==> config.mk <==
export PLATFORM = sky130hd
export DESIGN_NAME = ux607_reset_req_seq
export DESIGN_NICKNAME = d
export VERILOG_FILES = /design/src/rtl/ux607_reset_req_seq.sv
export SDC_FILE = /design/constraint.sdc
export NUM_CORES = 1
export LEC_CHECK = 0
export CORE_MARGIN = 1.5
export CORE_UTILIZATION = 45
export CTS_CLUSTER_DIAMETER = 80
export DETAILED_ROUTE_END_ITERATION = 10
export PLACE_DENSITY_LB_ADDON = 0.3
export SLEW_MARGIN = 10
export SYNTH_ARGS = -nofsm -noshare
export SYNTH_HDL_FRONTEND = slang
export SYNTH_SLANG_ARGS = --single-unit
==> constraint.sdc <==
create_clock -name clock -period 4.55 [get_ports clock]
set_input_delay 0.6825 -clock clock [delete_from_list [all_inputs] [get_ports clock]]
set_output_delay 0.6825 -clock clock [all_outputs]
set_load 0.005 [all_outputs]
==> src/rtl/ux607_reset_req_seq.sv <==
// Reset request sequencer: merges sw/wdt/dbg reset requests into a registered,
// minimum-width reset pulse with a downstream hold handshake and a guard window.
module ux607_reset_req_seq #(
   parameter int ASSERT_CYCLES = 20,
   parameter int GUARD_CYCLES  = 4,
   parameter int CNT_W         = 8
) (
   input  logic       clock,
   input  logic       reset,
   input  logic       req_sw,
   input  logic       req_wdt,
   input  logic       req_dbg,
   input  logic       hold_in,
   input  logic       cause_clr,
   output logic       rst_out,
   output logic       busy,
   output logic [2:0] cause,
   output logic [7:0] seq_cnt
);

   typedef enum logic [1:0] {
      ST_IDLE   = 2'd0,
      ST_ASSERT = 2'd1,
      ST_HOLD   = 2'd2,
      ST_GUARD  = 2'd3
   } state_t;

   localparam logic [CNT_W-1:0] ASSERT_LAST = CNT_W'(ASSERT_CYCLES - 1);
   localparam logic [CNT_W-1:0] GUARD_LAST  = CNT_W'(GUARD_CYCLES - 1);
   localparam logic [CNT_W-1:0] CNT_ONE     = CNT_W'(1);

   state_t           state_q, state_d;
   logic [CNT_W-1:0] cnt_q, cnt_d;
   logic [2:0]       pending_q, pending_d;
   logic [2:0]       cause_q, cause_d;
   logic [7:0]       seq_cnt_q, seq_cnt_d;
   logic             rst_out_q, rst_out_d;
   logic             busy_q, busy_d;
   logic [2:0]       req;
   logic [2:0]       cause_set;

   assign req = {req_dbg, req_wdt, req_sw};

   always_ff @(posedge clock or negedge reset) begin
      if (!reset) begin
         state_q   <= ST_ASSERT;
         cnt_q     <= '0;
         pending_q <= '0;
         cause_q   <= '0;
         seq_cnt_q <= '0;
         rst_out_q <= 1'b1;
         busy_q    <= 1'b1;
      end else begin
         state_q   <= state_d;
         cnt_q     <= cnt_d;
         pending_q <= pending_d;
         cause_q   <= cause_d;
         seq_cnt_q <= seq_cnt_d;
         rst_out_q <= rst_out_d;
         busy_q    <= busy_d;
      end
   end

   always_comb begin
      state_d   = state_q;
      cnt_d     = cnt_q;
      pending_d = pending_q;
      seq_cnt_d = seq_cnt_q;
      cause_set = 3'b000;

      case (state_q)
         ST_IDLE: begin
            if ((req | pending_q) != 3'b000) begin
               state_d   = ST_ASSERT;
               cnt_d     = '0;
               cause_set = req | pending_q;
               pending_d = 3'b000;
               if (seq_cnt_q != 8'hFF) begin
                  seq_cnt_d = seq_cnt_q + 8'd1;
               end
            end
         end
         ST_ASSERT: begin
            // Requests here are folded into the running pulse.
            cause_set = req;
            cnt_d     = cnt_q + CNT_ONE;
            if (cnt_q == ASSERT_LAST) begin
               state_d = ST_HOLD;
            end
         end
         ST_HOLD: begin
            cause_set = req;
            if (!hold_in) begin
               state_d = ST_GUARD;
               cnt_d   = '0;
            end
         end
         ST_GUARD: begin
            // Requests here are deferred; they launch a new sequence from IDLE.
            pending_d = pending_q | req;
            cnt_d     = cnt_q + CNT_ONE;
            if (cnt_q == GUARD_LAST) begin
               state_d = ST_IDLE;
            end
         end
         default: begin
            state_d = ST_ASSERT;
            cnt_d   = '0;
         end
      endcase

      cause_d   = (cause_clr ? 3'b000 : cause_q) | cause_set;
      rst_out_d = (state_d == ST_ASSERT) || (state_d == ST_HOLD);
      busy_d    = (state_d != ST_IDLE);
   end

   assign rst_out = rst_out_q;
   assign busy    = busy_q;
   assign cause   = cause_q;
   assign seq_cnt = seq_cnt_q;

endmodule

Word-level counts from Yosys, hierarchy flattened
Index checks and enable logic that the tools add are counted.

storage, ports and cells
  logic and storage cells = 44
  input port bits = 7
  output and inout bits = 13
  register bits after elaboration = 26

operators by class
  reduce and logical (&&, ||, !) cells = 10
  equal/unequal tests = 10
  add/subtract/negate cells = 2
  bitwise logic cells = 2
  muxes and demuxes = 13

operator list
  kind                                                                   number
  8-bit case mux with 3 select lines                                     1
  8-bit by 1-bit adder with 8-bit output, second input constant          2
  8-bit two-way mux                                                      2
  3-bit case mux with 2 select lines                                     2
  3-bit two-way mux                                                      3
  8-bit by 2-bit equality test with 1-bit output, second input constant  1
  8-bit by 5-bit equality test with 1-bit output, second input constant  1
  2-bit two-way mux                                                      4
  8-bit inequality test, second input constant                           1
  2-bit case mux with 4 select lines                                     1
  2-bit equality test, second input constant                             3
  3-bit bitwise OR                                                       2
  2-bit by 1-bit equality test with 1-bit output, second input constant  2
  2-bit inequality test, second input constant                           2
  2-bit AND reduction                                                    2
  2-bit nonzero test                                                     2
  2-bit OR reduction                                                     2
  3-bit AND reduction                                                    1
  3-bit nonzero test                                                     1
  2-bit logical NOT                                                      1
  1-bit logical OR                                                       1

Depth between registers and ports, before layout
  word-level depth = 6
  mapped depth = 8
  depth with buffers taken out = 8

Worst setup path before layout
Ideal clock, no wire load.

  path kind = register -> register
  from = register cnt_q[0]
  to = register rst_out_q, in the netlist rst_out
  path slack = 2.498 ns
  path buffers = 0
  library setup time = 0.083 ns
  data arrival time = 1.968 ns
  period minus slack after synthesis = 2.052 ns
  stages on the path, launching flop included = 7
  cell sequence = dfrtp_1 > ha_1 > or4b_1 > o311a_1 > a311oi_2 > a22o_1 > ha_1

between the ends
  cells in the longest elaborated chain, start to end = 5

RTL lines
  what                                                                                                              line     source
  start, declared                                                                                                   33       logic [CNT_W-1:0] cnt_q, cnt_d;
  start signal, assigned                                                                                            55       cnt_q <= cnt_d;
  8-bit by 2-bit equality test with 1-bit output or 8-bit by 5-bit equality test with 1-bit output (tied branches)  102, 87
  2-bit two-way mux (on tied branches)                                                                              102, 87
  2-bit case mux with 4 select lines (*)                                                                            71       case (state_q)
  2-bit by 1-bit equality test with 1-bit output or 2-bit equality test (tied branches)                             113      rst_out_d = (state_d == ST_ASSERT) || (state_d == ST_HOLD);
  1-bit logical OR (*)                                                                                              113
  net rst_out_d                                                                                                     37       logic rst_out_q, rst_out_d;
  end signal, assigned                                                                                              59       rst_out_q <= rst_out_d;
  end, declared                                                                                                     37

The timed path passes the listed nets; every way through them passes the cells marked *.
A chain may end at the register's enable or synchronous reset.

Final worst setup path
  from = input port req_sw
  to = register cnt_q[5]

between the ends
  cells in the longest elaborated chain, start to end = 4

RTL lines
  what                             line  source
  start, declared                  10    input logic req_sw,
  3-bit bitwise OR                 73    if ((req | pending_q) != 3'b000) begin
  3-bit nonzero test               73
  2-bit inequality test (no line)  -
  2-bit AND reduction (no line)    -

Every way passes these cells.

==> metrics <==
Max-Cap Viols=0; Final Slew Violations=0; Final setup viols=0; worst-case reg-to-reg path depth=6; fmax=between 0.4 and 0.5 GHz; #FFs+latches synth=26; Iteration-0 DRC Markers=37; most area-consuming cells after synthesis=dfrtp_1 (42%), ha_1 (6.4%), dfstp_2 (5.8%); synthesized cell area=~1400 µm²; Critical path buffers and inverters=1; Mapped Avg Cell Area=~9.9 µm²; fraction of layout cells with a size suffix above 1=under 10%; Most used DFF post-synth=dfrtp_1; Initial Utilization=between 40 and 50%; Final Cycle Share=48.48%; Ys Warns=0; Post-CTS Hold Buffers=0; vias in the first global route=about 1100; Synth async-reset ratio=between 90% and 100%; core area=about 2800 µm²; Post-Syn Instances=139; postcts setup bufs=0; IO Pins=20; Max Clock Skew=around 4.4 ps; crit-path max cell delay=between 500 and 600 ps; total CTS buffers=3; pwr dens=roughly 620 nW/µm²; later-pin clock latency in the skew report=between 300 and 400 ps; TNS Setup=0 ps; Clock Path Buffers=2; die area=roughly 3400 µm²; clock-pin transition on the worst setup and hold timing paths=140 ps; CTS sink cnt=26; gr ovfl total=0; Critical Path RT=4750 ps; global placer's final weighted congestion=~0.8; post_cts resized=0; LEAKAGE=about 0.00070 µW; Synth area leader=dfrtp_1; Yosys cell types=35; Tmin final=around 2200 ps; largest net degree at the start of global routing=27; Setup crit end kind=flop; synth cell count leaders=dfrtp_1 (23), nor2_1 (10), o21ai_0 (10); die width=slightly below 60 µm; Via Count=~1100; post-route antenna net violation count=0; Remaining DRCs=0; most frequent cell after synthesis=dfrtp_1; Post-synth EDFFs=0; Setup CP Type=primary input to flop; crit path cell chain=clkdlybuf4s50_1 -> nor4_1 -> a32o_1 -> or2_2 -> o31ai_1; Stages on worst setup path=5; register area share after synthesis=between 40% and 50%; global-route wire length before repair=4623 µm; crit-path leading delay family=simple AND/OR/NAND/NOR gates; total power=between 900 and 1000 µW; unrepaired setup endpoints after global routing=false; Worst path slowest cell=nor4_1; Final #Nets=~170; area grow syn2layout=17.35%; Rows=19; syn nets=153; GRT Total Usage=17.64%; Worst Hold Class=primary input to async pin; first drt pass iteration count=4; Synth top area share=around 42%; TritonCTS clock tree=yes; Root Buffer=clkbuf_4; initial antenna violation count=0; Worst Path Max Fanout=11; relative slew slack=56.67%; HPWL Detailed=approximately 2000 µm; Hold Fails Final Rpt=0; # port buffers=19; Worst Tran Pin Value=roughly 650 ps; CTS H-tree lvls=1; CP arrival=roughly 2400 ps; run status=completed; DRT Wirelength=~2600 µm; vias per cell=approximately 5.9; VDD IR max=between 0.3 and 0.4 mV; Die H=a little under 60 µm; n_diodes=0; startpoint types=primary input; routed length per instance=14.12 µm
==> logic make-up (layout without fill, tap and decap cells) <==
| logic type | count (synthesis) | in the layout | share of synthesized area, % |
|---|---|---|---|
| xor+xnor | 6 | 6 | 3.836 |
| flops | 26 | 26 | 47.76 |
| mux | 3 | 3 | 2.374 |
| simple gates | 48 | 48 | 17.90 |
| buf+inv | 12 | 29 | 3.287 |
| fa+ha+maj | 7 | 7 | 6.392 |
| compound gates | 37 | 37 | 18.45 |
==> layout make-up <==
| type | instances | area (µm²) |
|---|---|---|
| Fill cell | 252 | 1221 |
| Multi-Input combinational cell | 101 | 670.6 |
| Sequential cell | 26 | 654.4 |
| Timing Repair Buffer | 19 | 185.2 |
| Tap cell | 31 | 38.79 |
| Clock buffer | 4 | 36.28 |
| Inverter | 6 | 22.52 |
==> per-stage QoR <==
stage | instances | cell area [µm²] | utilization, % | hold slack, ps | setup slack [ps]
floorplan | 139 | 1370 | - | 386.9 | 2498
global placement | 183 | 1577 | 55.73 | 468.8 | 2065
detailed placement | 183 | 1577 | 55.73 | 473.8 | 2000
CTS | 187 | 1613 | 57.01 | 492.2 | 2350
global route | 187 | 1608 | 56.83 | 356.7 | 2205
finish | 187 | 1608 | 56.83 | 335.6 | 2344
==> worst paths after layout <==
check / slack (ps) / end / startpoint
max in group asynchronous: 3840 / busy$_DFF_PN1_ / reset
worst max-delay path: 2340 / cnt_q[5]$_DFFE_PN0P_ / req_sw
worst min-delay path: 340 / cause[1]$_DFF_PN0_ / reset
worst min register to register: 500 / cnt_q[7]$_DFFE_PN0P_ / cnt_q[7]$_DFFE_PN0P_
worst max register to register: 2360 / rst_out$_DFF_PN1_ / cnt_q[0]$_DFFE_PN0P_
min in group clock: 500 / cnt_q[7]$_DFFE_PN0P_ / cnt_q[7]$_DFFE_PN0P_
==> worst register-to-register path, cell delays in order (launching register included) <==
cell	delay, ps
dfrtp_1	420
ha_1	240
or4b_1	490
o311a_1	310
a311oi_2	280
a22o_1	180
ha_1	220
==> report_power, final <==
group	internal [µW]	total [µW]	switching, µW
logic	246	481	234
clock network	48.8	115	66.5
registers	323	401	77.9
total	618	997	379
==> sequential cells by signal, indices dropped and copies added (netlist names) <==
name and cells:
seq_cnt 8, rst_out 1, pending_q 3, state_q 2, cnt_q 8, busy 1, cause 3
==> cell usage in the layout, fill, tap and decap left out, drive strengths merged, types with 5 or more instances in the layout <==
cell type      netlist  layout
clkdlybuf4s50        0      18
o31ai                5       5
o21ai               10      10
ha                   7       7
a21oi                5       5
inv                  6       6
xor2                 6       6
nor2                10      10
nand3                9       9
nor3                 5       5
dfrtp               23      23
nand2                8       8
==> per-layer routing <==
metal / wire length, µm / share of wire, % / global-route usage [%]
met1: 1215 / 46 / 21.88
met2: 1280 / 48 / 30.19
met3: 106 / 4.0 / 3.348
met4: 36 / 1.4 / 6.977
met5: 0 / 0 / 0
No activity file was read; power rests on OpenSTA's default activity.
